## src/rtl/core_run_sequencer.sv

```systemverilog
// Run controller for the pipelined core: drives the core reset for NUM_RUNS runs,
// times each run, ends it on halt or on the cycle limit, and keeps per-sequence statistics.
module core_run_sequencer #(
   parameter int RST_CYCLES = 2,
   parameter int RUN_CYCLES = 50,
   parameter int NUM_RUNS   = 2,
   parameter int CNT_W      = 16,
   localparam int RUN_W     = (NUM_RUNS > 1) ? $clog2(NUM_RUNS) : 1
) (
   input  logic             clk,
   input  logic             rst,
   input  logic             start,
   input  logic             halt_i,
   output logic             core_rst_o,
   output logic             running_o,
   output logic [RUN_W-1:0] run_idx_o,
   output logic [CNT_W-1:0] cycle_cnt_o,
   output logic [CNT_W-1:0] last_cycles_o,
   output logic [RUN_W:0]   halt_cnt_o,
   output logic [RUN_W:0]   timeout_cnt_o,
   output logic             done_o
);

   localparam int RST_W = (RST_CYCLES > 1) ? $clog2(RST_CYCLES) : 1;

   typedef enum logic [1:0] {
      ST_IDLE  = 2'd0,
      ST_RESET = 2'd1,
      ST_RUN   = 2'd2,
      ST_DONE  = 2'd3
   } state_t;

   state_t           state_q, state_d;
   logic [RST_W-1:0] rst_cnt_q, rst_cnt_d;
   logic             core_rst_q, core_rst_d;
   logic             running_q, running_d;
   logic [RUN_W-1:0] run_idx_q, run_idx_d;
   logic [CNT_W-1:0] cycle_cnt_q, cycle_cnt_d;
   logic [CNT_W-1:0] last_cycles_q, last_cycles_d;
   logic [RUN_W:0]   halt_cnt_q, halt_cnt_d;
   logic [RUN_W:0]   timeout_cnt_q, timeout_cnt_d;
   logic             done_q, done_d;

   logic             run_end_s;
   logic             last_run_s;

   // A halt in the same cycle as the limit wins, so the limit only matters without halt_i.
   assign run_end_s  = halt_i || (cycle_cnt_q == CNT_W'(RUN_CYCLES - 1));
   assign last_run_s = (run_idx_q == RUN_W'(NUM_RUNS - 1));

   // State and statistics register; reset holds the core in reset and clears everything else.
   always_ff @(posedge clk or posedge rst) begin
      if (rst) begin
         state_q       <= ST_IDLE;
         rst_cnt_q     <= '0;
         core_rst_q    <= 1'b1;
         running_q     <= 1'b0;
         run_idx_q     <= '0;
         cycle_cnt_q   <= '0;
         last_cycles_q <= '0;
         halt_cnt_q    <= '0;
         timeout_cnt_q <= '0;
         done_q        <= 1'b0;
      end else begin
         state_q       <= state_d;
         rst_cnt_q     <= rst_cnt_d;
         core_rst_q    <= core_rst_d;
         running_q     <= running_d;
         run_idx_q     <= run_idx_d;
         cycle_cnt_q   <= cycle_cnt_d;
         last_cycles_q <= last_cycles_d;
         halt_cnt_q    <= halt_cnt_d;
         timeout_cnt_q <= timeout_cnt_d;
         done_q        <= done_d;
      end
   end

   // Next-state and next-output logic.
   always_comb begin
      state_d       = state_q;
      rst_cnt_d     = rst_cnt_q;
      core_rst_d    = core_rst_q;
      running_d     = running_q;
      run_idx_d     = run_idx_q;
      cycle_cnt_d   = cycle_cnt_q;
      last_cycles_d = last_cycles_q;
      halt_cnt_d    = halt_cnt_q;
      timeout_cnt_d = timeout_cnt_q;
      done_d        = done_q;

      case (state_q)
         ST_IDLE, ST_DONE: begin
            if (start) begin
               state_d       = ST_RESET;
               rst_cnt_d     = '0;
               core_rst_d    = 1'b1;
               running_d     = 1'b0;
               run_idx_d     = '0;
               cycle_cnt_d   = '0;
               last_cycles_d = '0;
               halt_cnt_d    = '0;
               timeout_cnt_d = '0;
               done_d        = 1'b0;
            end else begin
               state_d = state_q;
            end
         end

         ST_RESET: begin
            if (rst_cnt_q == RST_W'(RST_CYCLES - 1)) begin
               state_d     = ST_RUN;
               cycle_cnt_d = '0;
               core_rst_d  = 1'b0;
               running_d   = 1'b1;
            end else begin
               rst_cnt_d = rst_cnt_q + RST_W'(1);
            end
         end

         ST_RUN: begin
            if (run_end_s) begin
               last_cycles_d = cycle_cnt_q + CNT_W'(1);
               if (halt_i) begin
                  halt_cnt_d = halt_cnt_q + (RUN_W+1)'(1);
               end else begin
                  timeout_cnt_d = timeout_cnt_q + (RUN_W+1)'(1);
               end
               core_rst_d = 1'b1;
               running_d  = 1'b0;
               if (last_run_s) begin
                  state_d = ST_DONE;
                  done_d  = 1'b1;
               end else begin
                  state_d   = ST_RESET;
                  rst_cnt_d = '0;
                  run_idx_d = run_idx_q + RUN_W'(1);
               end
            end else begin
               cycle_cnt_d = cycle_cnt_q + CNT_W'(1);
            end
         end

         default: begin
            state_d    = ST_IDLE;
            core_rst_d = 1'b1;
            running_d  = 1'b0;
            done_d     = 1'b0;
         end
      endcase
   end

   assign core_rst_o    = core_rst_q;
   assign running_o     = running_q;
   assign run_idx_o     = run_idx_q;
   assign cycle_cnt_o   = cycle_cnt_q;
   assign last_cycles_o = last_cycles_q;
   assign halt_cnt_o    = halt_cnt_q;
   assign timeout_cnt_o = timeout_cnt_q;
   assign done_o        = done_q;

endmodule

```

## config.mk

```make
export PLATFORM = sky130hd
export DESIGN_NAME = core_run_sequencer
export DESIGN_NICKNAME = d
export VERILOG_FILES = /design/src/rtl/core_run_sequencer.sv
export SDC_FILE = /design/constraint.sdc
export NUM_CORES = 1
export LEC_CHECK = 0
export ABC_AREA = 1
export BUFFER_PORTS_ARGS = -buffer_cell sky130_fd_sc_hd__buf_2
export CAP_MARGIN = 25
export CORE_ASPECT_RATIO = 0.5
export CORE_MARGIN = 2
export CORE_UTILIZATION = 45
export CTS_CLUSTER_SIZE = 14
export DETAILED_ROUTE_END_ITERATION = 16
export MAX_ROUTING_LAYER = met4
export PLACE_DENSITY = 0.73
export SLEW_MARGIN = 15
export SYNTH_ARGS = -nofsm -noshare
export SYNTH_HDL_FRONTEND = slang
export SYNTH_SLANG_ARGS = --single-unit
```

## constraint.sdc

```tcl
create_clock -name clk -period 2.05 [get_ports clk]
set_input_delay 0.1025 -clock clk [delete_from_list [all_inputs] [get_ports clk]]
set_output_delay 0.1025 -clock clk [all_outputs]
set_load 0.005 [all_outputs]
```

==> results.md <==
- Run status: completed
- Post-synthesis area per instance: 8.50 µm²
- GRT Overall Usage: 18.9%
- Total Die Area: slightly below 0.006 mm²
- Post-route fraction of the period consumed by the critical path: between 90% and 100%
- Netlist area before placement: 0.00235 mm²
- Cell with the most instances on the worst path: sky130_fd_sc_hd__inv_1
- Ordered list of cells on the worst path: inv_1 -> ha_1 -> nor2_1 -> inv_1 -> nand3_4 -> nand2_1 -> o21ai_2
- Setup Buffers After CTS: 0
- Number of H-tree levels: 2
- Worst r2r src: state_q[0]$_DFFE_PP0P_
- Detailed-router iteration count before antenna repair: 5
- Synthesized net count: 285
- Max-cap viol count: 0
- Number of flops mapped to enable cells by yosys: 0
- Overall routed net length: about 4800 µm
- Antenna viol nets, final: 0
- Minimum period implied by the final worst setup slack: 1.88 ns
- Number of register bits inferred by synthesis: 43
- Proportion of layout cells with a drive suffix above 1: 32.8%
- Via density per instance: 4.98
- Total global routing overflow: 0
- DRT iter0 DRCs: 99
- Post-DP HPWL: 3410 µm
- Part of the power in the clock network: between 20% and 30%
- First-pass GRT wire length: 8210 µm
- Number of placement rows: 18
- Final hold vios: 0
- Clock tree buffer depth: 2
- Power Density: 989 mW/mm²
- Sequential-to-total area share from yosys stat: 45.8%
- Critical Path Slowest Stage Cell: sky130_fd_sc_hd__dfrtp_1
- Area of placed instances: around 0.0026 mm²
- Setup-violating endpoint count in the final report: 0
- Clock-pin slew reported for the worst setup and hold paths after clock tree synthesis: approximately 0.090 ns
- Number of remaining DRC errors: 0
- Unrepaired setup endpoints after global routing: false
- Combinational share of power: 40.4%
- Die H: 55.1 µm
- Slew of the pin with the lowest slew margin: between 0.5 and 0.6 ns
- Arrival time of the worst setup path: roughly 2 ns
- Clock buffers created by TritonCTS: 5
- Relative area change from synthesis to final layout: 14.4%
- Cell taking the most area after synthesis: sky130_fd_sc_hd__dfrtp_1
- Master cell of the clock root buffer: sky130_fd_sc_hd__clkbuf_8
- Dpl cells: 384
- Post-route clock skew: 0.00458 ns
- Diode insertion count for antenna repair: 0
- IO Pins: 44
- Fill cell total of the finished layout: 487
- Hold Buf Count CTS: 1
- Setup Slack @ Placement: 0.173 ns
- Largest delay contributor family on the critical path: simple AND/OR/NAND/NOR gates
- Total negative slack for setup checks: 0 ns
- Pleak: 0.00129 µW
- Count of distinct cell types in the synthesized netlist: 21
- Worst Setup Start Kind: register
- Post-layout instance count excluding filler cells: just under 400
- Internal power component: between 1000 and 1500 µW
- Top cells by instance count after synthesis: 75 x sky130_fd_sc_hd__nand2_1, 42 x sky130_fd_sc_hd__dfrtp_1, 32 x sky130_fd_sc_hd__o21ai_2
- Synthesized instance count: 277
- Seq pwr share: 39.1%
- Peak per-stage delay on the critical path: 0.39 ns
- Port buffer count: 43
- Pin count of the biggest net entering global routing: 44
- Layout Nets: 330
- Worst slack on hold paths: 0.230 ns
- Area of all placed cells without fillers: 0.00269 mm²
- Required @ worst endpoint: 2.23 ns
- Chip Width: 106 µm
- Via count of the first global-routing pass: 1827
- Core footprint: 0.00498 mm²
- Detailed-route via count: 1957
- Count of warnings emitted by yosys: 0
- Gpl congestion: 0.818
- Detailed-route wire length per cell: 12.2 µm
- Combined buffer and inverter count along the critical path: 2
- Tightest slew margin relative to the limit: 64.5%
- Largest cells by area after synthesis: sky130_fd_sc_hd__dfrtp_1 45%, sky130_fd_sc_hd__nand2_1 12%, sky130_fd_sc_hd__o21ai_2 12%, sky130_fd_sc_hd__nor2_1 4.1%, sky130_fd_sc_hd__nand3_1 3.8%
- TritonCTS clock tree: done
- Startpoint of the most critical hold path: halt_i
- Pins over their slew limit: 0
- Net switching fraction of the power: 44.5%
- Classification of the worst setup path: register to register
- Share of the synthesized area in the top cell type: about 45%
- Initial core utilization: 47.3%
- Fraction of synthesis flops using an asynchronous set or reset pin: 100%
- Critical Path Fanout Max: 34
- Post_cts resized: 0
- Number of antenna violations at the first check in global routing: 0
- Sink Count: between 40 and 50
- Worst-skew pair later-pin latency: 0.30 ns
- Worst Setup Slack, final: around 0.17 ns
- Leading cell type by number of instances after synthesis: sky130_fd_sc_hd__nand2_1
- Worst hold path class: input port to register
- Setup crit start: state_q[0]$_DFFE_PP0P_
- Switching component of the power: roughly 1200 µW
- Highest ir drop seen on vdd: between 0.5 and 0.6 mV
- Element type at the critical path end: register
- Maximum operating frequency: 0.532 GHz
- Ys flop type: sky130_fd_sc_hd__dfrtp_1
power groups by stage:
stage | combinational [µW] | sequential (µW) | clock (µW)
floorplan | 1020 | 1060 | 0
global placement | 1040 | 1050 | 0
detailed placement | 1090 | 1060 | 0
CTS | 1100 | 1040 | 559
global route | 1220 | 1060 | 590
finish | 1080 | 1040 | 545
cells by family after synthesis:
logic type,share of synthesized area [%]
compound gates,19.1
fa+ha+maj,2.13
buf+inv,6.54
flops,45.8
simple gates,26.4
metrics by stage:
step / power (µW) / util, %
after floorplan: 2080 / -
after global placement: 2100 / 52.1
after detailed placement: 2150 / 52.1
after CTS: 2700 / 54.1
after global routing: 2870 / 54.1
final: 2660 / 54.1
worst reg2reg max path: cells and delay by family, from the launching register on:
family | cells | cell delay [ns]
simple gates | 3 | 0.78
flops | 1 | 0.39
fa+ha+maj | 1 | 0.35
buf+inv | 2 | 0.19
compound gates | 1 | 0.07
cell type report:
class	count	area (µm²)	share of cell area (%)
Timing Repair Buffer	46	240	8.92
Multi-Input combinational cell	206	1120	41.7
Clock buffer	5	68.8	2.56
Sequential cell	43	1080	40.0
Clock inverter	3	20.0	0.743
Tap cell	70	87.6	3.25
Inverter	20	76.3	2.83
sequential cells by signal, summed over array words and instances, names as in the netlist:
name / cells
state_q: 2
rst_cnt_q: 1
done_o: 1
run_idx_o: 1
cycle_cnt_o: 16
running_o: 1
timeout_cnt_o: 2
core_rst_o: 1
halt_cnt_o: 2
last_cycles_o: 16
layout by cell type, fill, tap and decap left out, drive strengths merged:
cell / synthesis / final
nand2: 84 / 84
o21ai: 49 / 49
buf: 8 / 45
dfrtp: 42 / 42
nor2: 30 / 30
nand3: 20 / 20
inv: 19 / 19
a21oi: 8 / 8
o21bai: 6 / 6
clkbuf: 0 / 5
or2: 4 / 4
ha: 4 / 4
clkinv: 1 / 2
clkinvlp: 0 / 2
nand4: 1 / 1
dfstp: 1 / 1
dlygate4sd3: 0 / 1
metal layers:
metal / track usage, % / up-vias / share of wire, %
met1: 23.1 / 907 / 47
met4: 7.89 / 0 / 2.3
met3: 4.22 / 16 / 4.1
met5: - / - / 0
li1: - / 993 / -
met2: 31.5 / 41 / 46
final timing paths:
kind	end	slack (ns)	depth (start not counted)
hold reg to reg	last_cycles_o[9]$_DFFE_PP0P_	0.48	2
hold / removal	timeout_cnt_o[0]$_DFFE_PP0P_	0.23	4
max in group asynchronous	last_cycles_o[5]$_DFFE_PP0P_	1.19	4
setup / recovery	last_cycles_o[6]$_DFFE_PP0P_	0.17	7
min in group asynchronous	last_cycles_o[2]$_DFFE_PP0P_	0.49	4
setup reg to reg	last_cycles_o[6]$_DFFE_PP0P_	0.17	7
No activity file was read; power rests on OpenSTA's default activity.
